File: src/rtl/demorgan_sweep_ctrl_if.sv
// Handshake bundle between a sweep start source / gate under test and demorgan_sweep_ctrl.
// The expected truth table travels as expect_tt because "expect" is a reserved word.
interface demorgan_sweep_ctrl_if #(
  parameter int ERR_W = 3
);
  logic             start;
  logic [3:0]       expect_tt;
  logic             c_in;
  logic             a_out;
  logic             b_out;
  logic             busy;
  logic             done;
  logic             pass;
  logic [ERR_W-1:0] err_count;
  logic [3:0]       fail_vec;

  modport master (
    output start, expect_tt, c_in,
    input  a_out, b_out, busy, done, pass, err_count, fail_vec
  );

  modport slave (
    input  start, expect_tt, c_in,
    output a_out, b_out, busy, done, pass, err_count, fail_vec
  );
endinterface

File: src/rtl/demorgan_sweep_ctrl.sv
// Sweeps a two-input gate through vectors 00,01,10,11, holding each HOLD_CYCLES cycles,
// and checks the gate output once per vector against a latched truth table.
module demorgan_sweep_ctrl #(
  parameter int HOLD_CYCLES = 4,
  parameter int ERR_W       = 3
) (
  input logic                 clk,
  input logic                 rst,
  demorgan_sweep_ctrl_if.slave sw
);
  localparam int HW = (HOLD_CYCLES > 2) ? $clog2(HOLD_CYCLES) : 1;
  localparam logic [HW-1:0] HOLD_LAST = HW'(HOLD_CYCLES - 1);

  typedef enum logic [1:0] {S_IDLE, S_DRIVE, S_DONE} state_t;

  state_t           state;
  logic [1:0]       idx;
  logic [HW-1:0]    hold;
  logic [3:0]       exp_q;
  logic             a_q;
  logic             b_q;
  logic             busy_q;
  logic             done_q;
  logic             pass_q;
  logic [ERR_W-1:0] err_q;
  logic [3:0]       fail_q;
  logic             mismatch;

  function automatic logic [ERR_W-1:0] sat_inc(input logic [ERR_W-1:0] v);
    return (&v) ? v : v + 1'b1;
  endfunction

  // Only meaningful on the last hold cycle of a vector; other cycles let the gate settle.
  assign mismatch = (sw.c_in != exp_q[idx]);

  always_ff @(posedge clk or posedge rst) begin
    if (rst) begin
      state  <= S_IDLE;
      idx    <= '0;
      hold   <= '0;
      exp_q  <= '0;
      a_q    <= 1'b0;
      b_q    <= 1'b0;
      busy_q <= 1'b0;
      done_q <= 1'b0;
      pass_q <= 1'b0;
      err_q  <= '0;
      fail_q <= '0;
    end else begin
      case (state)
        S_IDLE: begin
          done_q <= 1'b0;
          busy_q <= 1'b0;
          a_q    <= 1'b0;
          b_q    <= 1'b0;
          if (sw.start) begin
            exp_q  <= sw.expect_tt;
            err_q  <= '0;
            fail_q <= '0;
            pass_q <= 1'b0;
            idx    <= '0;
            hold   <= '0;
            busy_q <= 1'b1;
            state  <= S_DRIVE;
          end
        end
        S_DRIVE: begin
          if (hold == HOLD_LAST) begin
            hold <= '0;
            if (mismatch) begin
              fail_q[idx] <= 1'b1;
              err_q       <= sat_inc(err_q);
            end
            if (idx == 2'd3) begin
              // Verdict folds in the final sample so pass is valid in the DONE cycle.
              state  <= S_DONE;
              busy_q <= 1'b0;
              done_q <= 1'b1;
              a_q    <= 1'b0;
              b_q    <= 1'b0;
              pass_q <= ~mismatch && (fail_q == 4'b0000);
            end else begin
              idx        <= idx + 2'd1;
              {a_q, b_q} <= idx + 2'd1;
            end
          end else begin
            hold <= hold + 1'b1;
          end
        end
        S_DONE: begin
          done_q <= 1'b0;
          state  <= S_IDLE;
        end
        default: state <= S_IDLE;
      endcase
    end
  end

  assign sw.a_out     = a_q;
  assign sw.b_out     = b_q;
  assign sw.busy      = busy_q;
  assign sw.done      = done_q;
  assign sw.pass      = pass_q;
  assign sw.err_count = err_q;
  assign sw.fail_vec  = fail_q;
endmodule

File: src/flat_wrapper.sv
// flat-port wrapper written by rule: the top's interface ports become plain ports
module demorgan_sweep_ctrl_flat 
#(
  parameter int HOLD_CYCLES = 4,
  parameter int ERR_W       = 3
)
  (clk, rst, sw_start, sw_expect_tt, sw_c_in, sw_a_out, sw_b_out, sw_busy, sw_done, sw_pass, sw_err_count, sw_fail_vec);
  demorgan_sweep_ctrl_if #(.ERR_W(ERR_W)) sw_i ();
  input logic clk;
  input logic rst;
  input wire logic [$bits(sw_i.start)-1:0] sw_start;
  input wire logic [$bits(sw_i.expect_tt)-1:0] sw_expect_tt;
  input wire logic [$bits(sw_i.c_in)-1:0] sw_c_in;
  output wire logic [$bits(sw_i.a_out)-1:0] sw_a_out;
  output wire logic [$bits(sw_i.b_out)-1:0] sw_b_out;
  output wire logic [$bits(sw_i.busy)-1:0] sw_busy;
  output wire logic [$bits(sw_i.done)-1:0] sw_done;
  output wire logic [$bits(sw_i.pass)-1:0] sw_pass;
  output wire logic [$bits(sw_i.err_count)-1:0] sw_err_count;
  output wire logic [$bits(sw_i.fail_vec)-1:0] sw_fail_vec;
  assign sw_i.start = sw_start;
  assign sw_i.expect_tt = sw_expect_tt;
  assign sw_i.c_in = sw_c_in;
  assign sw_a_out = sw_i.a_out;
  assign sw_b_out = sw_i.b_out;
  assign sw_busy = sw_i.busy;
  assign sw_done = sw_i.done;
  assign sw_pass = sw_i.pass;
  assign sw_err_count = sw_i.err_count;
  assign sw_fail_vec = sw_i.fail_vec;
  demorgan_sweep_ctrl #(.HOLD_CYCLES(HOLD_CYCLES), .ERR_W(ERR_W)) u_core (.clk(clk), .rst(rst), .sw(sw_i));
endmodule
File: config.mk
export PLATFORM = sky130hd
export DESIGN_NAME = demorgan_sweep_ctrl_flat
export DESIGN_NICKNAME = d
export VERILOG_FILES = /design/src/rtl/demorgan_sweep_ctrl_if.sv /design/src/rtl/demorgan_sweep_ctrl.sv /design/src/flat_wrapper.sv
export SDC_FILE = /design/constraint.sdc
export NUM_CORES = 1
export LEC_CHECK = 0
export CORE_UTILIZATION = 40
export CTS_BUF_LIST = sky130_fd_sc_hd__clkbuf_8 sky130_fd_sc_hd__clkbuf_16
export DETAILED_ROUTE_END_ITERATION = 10
export GPL_ROUTABILITY_DRIVEN = 0
export PLACE_DENSITY_LB_ADDON = 0.2
export SLEW_MARGIN = 20
export SYNTH_ARGS = -nofsm -noshare
export SYNTH_HDL_FRONTEND = slang
export SYNTH_SLANG_ARGS = --single-unit
File: constraint.sdc
create_clock -name clk -period 2.73 [get_ports clk]
set_input_delay 0.546 -clock clk [delete_from_list [all_inputs] [get_ports clk]]
set_output_delay 0.546 -clock clk [all_outputs]
set_load 0.05 [all_outputs]
==> results.py, run 1 <==
metrics = {
    "finish": {
        "n_antenna_cell": 0,
        "layout.cells.non_filler": 141,
        "area.growth.synth_to_final_pct": 27.4,
        "layout-drive-gt1-share_pct": 14.4,
        "num-fill-cells": 230,
        "area.sequential_um2": 551,
        "multiInputGateArea_um2": 460,
        "nets": 127,
    },
    "setup_path": {
        "r2r-start": "u_core.idx[0]",
        "r2r-end": "u_core.sw.err_count[0]",
        "start_kind": "flop",
        "worst-path-buf-inv": 1,
        "cp_slowest_cell": "clkdlybuf4s50_1",
        "end_kind": "output port",
        "crit_chain": "clkdlybuf4s50_1",
        "required_ns": 2.18,
        "critPathLaunch": "u_core.sw.err_count[0]",
        "r2r_cells": 4,
        "cp_data_arrival_time_ns": 1.47,
        "worstSetupPathType": "reg -> out",
        "critical-path-top-delay-family": "buffers and inverters",
        "r2r_slack_ns": 0.78,
        "max_stage_delay_ns": 0.82,
        "path_max_fanout": 3,
    },
    "timing": {
        "fin_crit_sh_pct": 73.7,
        "whs_ns": 0.503,
        "fin_worst_skew_ns": 0.00280,
        "tightest_slew_ns": 0.794,
        "setup_slack_ns": 0.718,
        "fin_crit_ns": 2.01,
        "fin_tns_setup_ns": 0,
        "rsz0062_at_grt": "false",
        "hold_violations": 0,
        "finalMaxSlewViolations": 0,
        "max_freq_mhz": 497,
        "slew_headroom_pct": 47.0,
        "finalSetupViolations": 0,
    },
    "grt": {
        "grt_pass1_vias": 740,
        "overflow": 0,
        "grt_max_degree": 23,
        "antenna_found_initial": 0,
        "grtUsageTotal_pct": 16.3,
        "grt_first_pass_wirelength_um": 3270,
    },
    "cts": {
        "cts_root_buf": "clkbuf_8",
        "clk_pin_slew_ns": 0.08,
        "clock_latency_ns": 0.26,
        "postCtsSetupRepairBufs": 0,
        "cts_buffer_depth": 2,
        "htreeDepth": 1,
        "cts_sinks": 22,
        "cts_resized": 0,
        "ctsHoldBuffers": 0,
        "cts_buffers": 3,
        "cts_tree": "yes",
    },
    "drt": {
        "ant_nets": 0,
        "drc_errors": 0,
        "drt_iter0_markers": 20,
        "vias": 743,
        "dr.pass1.iters": 4,
        "avgRoutedWirePerCell_um": 13.3,
        "wl_um": 1880,
        "viasPerCell": 5.27,
    },
    "logic_synthesis": {
        "synth-compound-area-share_pct": 13.6,
        "yosysWarnings": 0,
        "syn_nets": 106,
        "ys_seq_area_share_pct": 52.6,
        "ys_dominant_reg_cell": "dfrtp_1",
        "synth_cells": 91,
        "yosys.area_share.simple_pct": 12.6,
        "synth_edf_count": 0,
        "synthXorXnorAreaFrac_pct": 0.837,
        "async_flop_share_pct": 100,
        "synth_fa_ha_area_share_pct": 8.37,
        "avgSynthCellArea_um2": 11.5,
        "synth_top_family_by_area": "compound AO/OA/AOI/OAI gates",
        "synth_mux_area_share_pct": 8.61,
        "syn_area_um2": 1050,
        "ys_types": 27,
        "synth-seq-cells": 22,
    },
    "floorplanning": {
        "initial_core_util_pct": 42.2,
        "dieWidth_um": 53.1,
        "core-area_um2": 2480,
        "rows": 18,
        "io_pins": 20,
        "die-area_um2": 2820,
        "die_h_um": 53.1,
    },
    "worst_hold_path": {
        "holdCritPathClass": "reg -> reg",
        "min_to": "u_core.sw.done",
        "hold_depth": 2,
        "hold_path_startpoint": "u_core.sw.done",
    },
    "pwr": {
        "leakage_nw": 0.615,
        "power.density_cell_area_nw_per_um2": 1340,
        "ir_drop_mv": 0.749,
        "p_total_mw": 1.79,
    },
    "placement": {
        "pre_cts_ws_ns": 0.562,
        "hpwl_um": 1400,
        "dp_cells": 137,
        "port_buffers": 19,
    },
    "flow_run": {
        "maxCapViolCount": 0,
    },
    "outcome": {
        "status": "complete, no violations",
    },
}
routing by layer:
metal | global-route usage (%) | share of wire, %
met2 | 25.7 | 48
met3 | 1.72 | 3.2
met5 | 0 | 0
met4 | 8.77 | 1.8
met1 | 21.8 | 47
placed cells by master, fill, tap and decap left out:
master           netlist  routed
nand2b_1               3       3
o21ai_1                1       1
clkbuf_8               0       3
mux2_2                 6       6
a22o_1                 3       3
nor2_1                 5       5
nand2_1                7       7
o31ai_1                1       1
and3_4                 1       1
bufinv_16              0       1
clkdlybuf4s50_1        0      19
ha_1                   7       7
xor2_1                 1       1
o22ai_1                1       1
a32o_1                 2       2
inv_1                  6       6
and3_2                 1       1
nand3_1                3       3
a21oi_1                5       5
nand3b_1               1       1
or3b_1                 1       1
dfrtp_1               22      22
a22o_2                 3       3
or4_1                  1       1
mux4_2                 1       1
o21ai_0                3       3
nor3_1                 2       2
a21o_1                 1       1
sequential cells by signal, indices dropped and copies added, names as in the netlist:
signal and count:
u_core.exp_q 4, u_core.sw.fail_vec 4, u_core.sw.err_count 3, u_core.hold 2
u_core.idx 2, u_core.state 2, u_core.sw.a_out 1, u_core.sw.b_out 1
u_core.sw.busy 1, u_core.sw.done 1, u_core.sw.pass 1
kinds of logic after synthesis:
family / count (synthesis)
flip-flops: 22
adder cells (fa/ha/maj): 7
XOR/XNOR: 1
multiplexers: 7
AND/OR/NAND/NOR: 25
buffers and inverters: 9
AO/OA/AOI/OAI: 20
cells in the mapped netlist, types with 2 or more instances:
| master | instances | area, um^2 |
|---|---|---|
| nor2_1 | 5 | 18.8 |
| clkbuf_1 | 2 | 7.51 |
| ha_1 | 7 | 87.6 |
| a22o_2 | 3 | 30.0 |
| a32o_1 | 2 | 20.0 |
| o21ai_0 | 3 | 15.0 |
| dfrtp_1 | 22 | 551 |
| nor3_1 | 2 | 10.0 |
| nand2_1 | 7 | 26.3 |
| nand3_1 | 3 | 15.0 |
| a21oi_1 | 5 | 25.0 |
| a22o_1 | 3 | 26.3 |
| nand2b_1 | 3 | 18.8 |
| inv_1 | 6 | 22.5 |
| mux2_2 | 6 | 67.6 |
where the power goes:
part / total (mW) / switching (mW) / internal, mW
Combinational: 0.904 / 0.532 / 0.372
Sequential: 0.579 / 0.110 / 0.469
Clock: 0.303 / 0.108 / 0.196
Total: 1.79 / 0.749 / 1.04
worst max path at each step:
stage                                   to  slack, ns  cells after the start
CTS                        sw_err_count[2]       0.71                      1
detailed placement           u_core.idx[1]       0.56                      5
global placement             u_core.idx[1]       0.59                      5
finish                     sw_err_count[0]       0.72                      1
global route        u_core.sw.err_count[0]       0.62                      4
floorplan           u_core.sw.err_count[0]       0.93                      6
metrics by stage:
| step | area [um^2] | util [%] |
|---|---|---|
| 5_1_grt | 1330 | 53.8 |
| 2_1_floorplan | 1050 | - |
| 4_1_cts | 1330 | 53.8 |
| 3_5_place_dp | 1260 | 50.9 |
| 3_3_place_gp | 1260 | 50.9 |
| 6_report | 1330 | 53.8 |
area by class of cell:
type                    instances  share of cell area [%]
clock inverters                 1                    2.25
multi-input cells              60                    34.6
clock buffers                   3                    3.10
repair buffers                 19                    14.3
well taps                      30                    2.82
inverters                       6                    1.69
flip-flops and latches         22                    41.3
worst reg2reg max path, cell delays in order, from the launching register on:
cell and delay, ns:
dfrtp_1 0.47, mux4_2 0.54, xor2_1 0.36, o21ai_1 0.18
mux2_2 0.29
Note: power is estimated with default switching activity, not from simulation.
==> run 2, diff against run 1 <==
==> constraint.sdc (replaced) <==
create_clock -name clk -period 1.64 [get_ports clk]
set_input_delay 0.328 -clock clk [delete_from_list [all_inputs] [get_ports clk]]
set_output_delay 0.328 -clock clk [all_outputs]
set_load 0.05 [all_outputs]
==> run 2 against run 1 <==
  * The flow now finishes with violations (setup timing)
  * Hold slack got worse by 0.12 ns
  * Non-clock buffer count increased by 7
  * Highest routed layer unchanged
  * First-iteration DRC count decreased by 45%
  * Critical path depth increased by 3
  * Critical path type is now reg -> reg
  * Cell count increased by 5.0%
  * Cell area increased by 2.3%
  * Count of clock-buffer cells in the layout unchanged
==> results.py, run 2 (synthesis results as in run 1) <==
metrics = {
    "floorplanning": {
        "core-area_um2": 2480,
        "initial_core_util_pct": 42.2,
        "dieWidth_um": 53.1,
        "die_h_um": 53.1,
        "io_pins": 20,
        "rows": 18,
        "die-area_um2": 2820,
    },
    "timing": {
        "finalSetupViolations": 1,
        "max_freq_mhz": 606,
        "hold_violations": 0,
        "setup_slack_ns": -0.00961,
        "fin_worst_skew_ns": 0.00937,
        "tightest_slew_ns": 0.432,
        "finalMaxSlewViolations": 0,
        "rsz0062_at_grt": "true",
        "fin_crit_ns": 1.65,
        "fin_crit_sh_pct": 101,
        "slew_headroom_pct": 71.1,
    },
    "setup_path": {
        "critPathLaunch": "u_core.idx[0]",
        "r2r-start": "u_core.idx[0]",
        "path_max_fanout": 5,
        "cp_data_arrival_time_ns": 1.80,
        "worstSetupPathType": "reg -> reg",
        "required_ns": 1.80,
        "start_kind": "flop",
        "end_kind": "flop",
        "r2r_slack_ns": -0.01,
    },
    "cts": {
        "postCtsSetupRepairBufs": 0,
        "cts_buffer_depth": 2,
        "clk_pin_slew_ns": 0.08,
        "cts_root_buf": "clkbuf_8",
        "htreeDepth": 1,
        "cts_sinks": 22,
        "clock_latency_ns": 0.27,
        "cts_buffers": 3,
        "cts_tree": "yes",
    },
    "flow_run": {
        "maxCapViolCount": 0,
    },
    "finish": {
        "nets": 134,
        "final_util_pct": 55.1,
        "area.growth.synth_to_final_pct": 30.4,
        "layout_commonest_cell": "dfrtp_1",
        "multiInputGateArea_um2": 493,
        "final_cell_mix": "dfrtp_1, buf_4, inv_1, nand2_1, clkdlybuf4s50_1",
        "n_antenna_cell": 0,
        "num-fill-cells": 225,
        "area.sequential_um2": 553,
        "layout-drive-gt1-share_pct": 33.9,
    },
    "drt": {
        "dr.max_layer_used": "met4",
        "drt_iter0_markers": 11,
        "route.met2.wl_um": 888,
        "viasPerCell": 5.20,
        "avgRoutedWirePerCell_um": 13.2,
        "wl_met1_um": 937,
        "ant_nets": 0,
        "dr.pass1.iters": 4,
        "drc_errors": 0,
        "wl_um": 1960,
        "wl_met3_um": 74,
        "vias": 770,
    },
    "pwr": {
        "leakage_nw": 0.657,
        "clkPwrFrac_pct": 11.6,
        "p_total_mw": 2.89,
        "p_switching_mw": 1.29,
        "seq_power_share_pct": 33.0,
        "combinationalPowerShare_pct": 55.5,
        "power.density_cell_area_nw_per_um2": 2120,
        "internal_power_mw": 1.61,
        "ir_drop_mv": 1.09,
        "sw_frac_of_total_pct": 44.4,
    },
    "placement": {
        "pre_cts_ws_ns": -0.145,
        "port_buffers": 19,
        "hpwl_um": 1520,
    },
    "grt": {
        "grt_first_pass_wirelength_um": 3400,
        "grt_max_degree": 23,
        "overflow": 0,
        "antenna_found_initial": 0,
        "grtUsageTotal_pct": 17.5,
        "grt_pass1_vias": 774,
    },
    "outcome": {
        "violations": "setup timing",
        "status": "finished with violations",
    },
    "worst_hold_path": {
        "holdCritPathClass": "in -> async",
    },
}
-- run 2: path summary, 6_finish.rpt --
kind / to / cells after the start
worst max-delay path: u_core.sw.err_count[0] / 4
worst min-delay path: u_core.exp_q[3] / 3
worst max register to register: u_core.sw.err_count[0] / 4
worst min register to register: u_core.exp_q[2] / 1
max in group asynchronous: u_core.sw.err_count[1] / 3
min in group clk: u_core.exp_q[2] / 1
-- run 2: power by group through the flow --
stage	logic (mW)	registers, mW	clock network [mW]
finish	1.60	0.954	0.335
global route	1.75	0.988	0.369
CTS	1.60	0.959	0.345
detailed placement	1.56	0.969	0
global placement	1.54	0.957	0
floorplan	0.686	1.38	0
-- run 2: repair_timing --
action | CTS | global route
hold buffers | 0 | 0
resized for setup | 2 | 2
pin swaps | 3 | 1
setup endpoints to repair | 5 | 7
-- run 2: layout make-up --
cell class	instances	area share [%]
sequential	22	40.6
multi-input combinational	60	36.1
timing repair buffer	26	15.6
tap	30	2.75
inverter	6	1.65
clock buffer	3	3.03
clock inverter	1	0.275
-- run 2: worst max-delay path, stage by stage, from the launching register on --
cell and delay, ns:
dfrtp_1 0.38, mux4_2 0.56, xor2_4 0.19, and3_4 0.17
mux2_2 0.25
-- run 2: stage by stage --
stage	TNS, ns	std cells	hold slack, ns	cell area, um^2
after floorplan	-0.0869	91	0.317	1060
after global placement	-0.788	144	0.482	1300
after detailed placement	-1.21	144	0.496	1300
final	-0.00961	148	0.381	1360
after global routing	-0.163	148	0.443	1360
after CTS	-0.0807	148	0.393	1360
-- run 2: routing by layer --
| layer | global-route usage [%] | vias to the layer above |
|---|---|---|
| met5 | 0 | - |
| met4 | 11.8 | 0 |
| met3 | 3.45 | 5 |
| met2 | 25.1 | 18 |
| met1 | 23.4 | 369 |
| li1 | - | 378 |
==> run 3, diff against run 2 <==
--- a/config.mk
+++ b/config.mk
@@ -5,9 +5,11 @@
 export SDC_FILE = /design/constraint.sdc
 export NUM_CORES = 1
 export LEC_CHECK = 0
+export ABC_AREA = 0
 export CORE_UTILIZATION = 40
 export CTS_BUF_LIST = sky130_fd_sc_hd__clkbuf_8 sky130_fd_sc_hd__clkbuf_16
 export DETAILED_ROUTE_END_ITERATION = 10
+export DONT_BUFFER_PORTS = 1
 export GPL_ROUTABILITY_DRIVEN = 0
 export PLACE_DENSITY_LB_ADDON = 0.2
 export SLEW_MARGIN = 20
==> run 3 against run 2 <==
  * The run still ends with setup timing left
  * Fmax decreased by 1.8%
  * Cell area is 6.3% lower
  * Largest power group unchanged
  * Die area stayed put
  * Routed wire length is 8.9% higher
  * Worst setup slack worse by 0.031 ns
  * Core utilization down 3.5 points
  * Power down 1.0%
  * Sequential power rose by 16%
  * Clock skew shrank 0.0071 ns
  * Count of clock-buffer cells in the layout grew 1
  * Non-clock buffer count is 11 lower
  * Cell count down 7.4%
==> results.py, run 3 (synthesis results as in run 1) <==
metrics = {
    "setup_path": {
        "r2r_cells": 4,
        "start_kind": "flop",
        "cp_data_arrival_time_ns": 1.83,
        "r2r-end": "u_core.sw.err_count[0]",
        "path_max_fanout": 5,
        "worstSetupPathType": "reg -> reg",
        "r2r_slack_ns": -0.04,
        "r2r-start": "u_core.idx[0]",
        "end_kind": "flop",
        "required_ns": 1.79,
    },
    "timing": {
        "max_freq_mhz": 595,
        "fin_crit_sh_pct": 102,
        "rsz0062_at_grt": "true",
        "slew_headroom_pct": 66.9,
        "hold_violations": 0,
        "setup_slack_ns": -0.0405,
        "finalSetupViolations": 3,
        "fin_crit_ns": 1.68,
        "fin_tns_setup_ns": -0.0648,
        "tightest_slew_ns": 0.496,
        "fin_worst_skew_ns": 0.00226,
        "finalMaxSlewViolations": 0,
    },
    "pwr": {
        "p_switching_mw": 1.29,
        "sw_frac_of_total_pct": 45.2,
        "internal_power_mw": 1.57,
        "leakage_nw": 0.612,
        "combinationalPowerShare_pct": 47.7,
        "seq_power_share_pct": 38.6,
        "ir_drop_mv": 1.01,
        "power.density_cell_area_nw_per_um2": 2240,
        "clkPwrFrac_pct": 13.7,
    },
    "cts": {
        "cts_root_buf": "clkbuf_8",
        "clock_latency_ns": 0.26,
        "cts_buffers": 3,
        "postCtsSetupRepairBufs": 0,
        "clk_pin_slew_ns": 0.08,
        "cts_tree": "yes",
        "cts_buffer_depth": 2,
        "htreeDepth": 1,
        "cts_sinks": 22,
    },
    "grt": {
        "grt_first_pass_wirelength_um": 3530,
        "grtUsageTotal_pct": 17.9,
        "antenna_found_initial": 0,
        "grt_pass1_vias": 765,
        "overflow": 0,
        "grt_max_degree": 23,
    },
    "flow_run": {
        "maxCapViolCount": 0,
    },
    "floorplanning": {
        "dieWidth_um": 53.1,
        "die-area_um2": 2820,
        "rows": 18,
        "die_h_um": 53.1,
        "io_pins": 20,
        "initial_core_util_pct": 42.2,
        "core-area_um2": 2480,
    },
    "drt": {
        "drt_iter0_markers": 7,
        "wl_um": 2130,
        "vias": 762,
        "dr.max_layer_used": "met4",
        "drc_errors": 0,
        "wl_met3_um": 131,
        "ant_nets": 0,
        "viasPerCell": 5.56,
        "avgRoutedWirePerCell_um": 15.6,
        "wl_met1_um": 950,
        "dr.pass1.iters": 4,
        "route.met2.wl_um": 1020,
    },
    "finish": {
        "layout_commonest_cell": "dfrtp_1",
        "layout.cells.non_filler": 137,
        "final_cell_mix": "dfrtp_1, buf_4, nand2_1",
        "n_antenna_cell": 0,
        "layout-drive-gt1-share_pct": 34.6,
        "nets": 123,
        "area.growth.synth_to_final_pct": 22.1,
    },
    "worst_hold_path": {
        "hold_path_startpoint": "sw_expect_tt[0]",
        "min_to": "u_core.exp_q[0]",
        "hold_depth": 1,
        "holdCritPathClass": "in -> reg",
    },
    "outcome": {
        "violations": "setup timing",
        "status": "finished with violations",
    },
    "placement": {
        "hpwl_um": 1610,
        "dp_cells": 132,
        "port_buffers": 0,
    },
}
[run 3: cell type report]
type / instances / area (um^2)
Multi-Input combinational cell: 60 / 494
Inverter: 6 / 22.5
Clock buffer: 4 / 55.1
Tap cell: 30 / 37.5
Sequential cell: 22 / 553
Fill cell: 239 / 1200
Timing Repair Buffer: 15 / 115
[run 3: worst max-delay path by stage]
stage	start	endpoint	slack (ns)	cells after the start
2_1_floorplan	u_core.idx[0]	u_core.sw.err_count[0]	-0.04	4
3_3_place_gp	u_core.idx[0]	u_core.sw.err_count[0]	0.03	4
3_5_place_dp	u_core.idx[0]	u_core.sw.err_count[0]	-0.05	4
4_1_cts	u_core.idx[0]	u_core.sw.err_count[0]	-0.04	4
5_1_grt	u_core.idx[0]	u_core.sw.err_count[0]	-0.10	4
6_report	u_core.idx[0]	u_core.sw.err_count[0]	-0.04	4
[run 3: critical path, cell delays in order (launching register included)]
cell	delay, ns
dfrtp_1	0.37
mux4_2	0.56
xor2_4	0.21
o21ai_1	0.14
mux2_2	0.29
[run 3: power by group through the flow]
| stage | sequential, mW | clock (mW) | combinational [mW] |
|---|---|---|---|
| 3_3_place_gp | 1.11 | 0 | 1.31 |
| 3_5_place_dp | 1.12 | 0 | 1.33 |
| 6_report | 1.11 | 0.392 | 1.37 |
| 5_1_grt | 1.14 | 0.419 | 1.49 |
| 4_1_cts | 1.11 | 0.399 | 1.36 |
| 2_1_floorplan | 1.38 | 0 | 0.686 |
[run 3: through the flow]
step | power, mW | area [um^2] | hold WS, ns | util (%) | setup WS (ns)
after floorplan | 2.07 | 1060 | 0.317 | - | -0.0356
after global placement | 2.42 | 1190 | 0.271 | 48.0 | 0.0264
after detailed placement | 2.45 | 1190 | 0.281 | 48.0 | -0.0513
after CTS | 2.87 | 1260 | 0.207 | 51.1 | -0.0392
after global routing | 3.05 | 1280 | 0.201 | 51.6 | -0.102
final | 2.86 | 1280 | 0.212 | 51.6 | -0.0405
[run 3: metal layers]
layer	vias up	global-route usage [%]
met5	-	0
met4	0	7.89
met3	5	3.45
met2	25	28.9
met1	375	22.9
li1	357	-
[run 3: repair_timing]
action | 4_1_cts | 5_1_grt
endpoints found under the hold margin | 12 | 0
gates resized for setup | 1 | 3
hold buffers | 1 | 0
gates cloned | 0 | 0
pin swaps | 1 | 0
endpoints found under the setup margin | 2 | 9
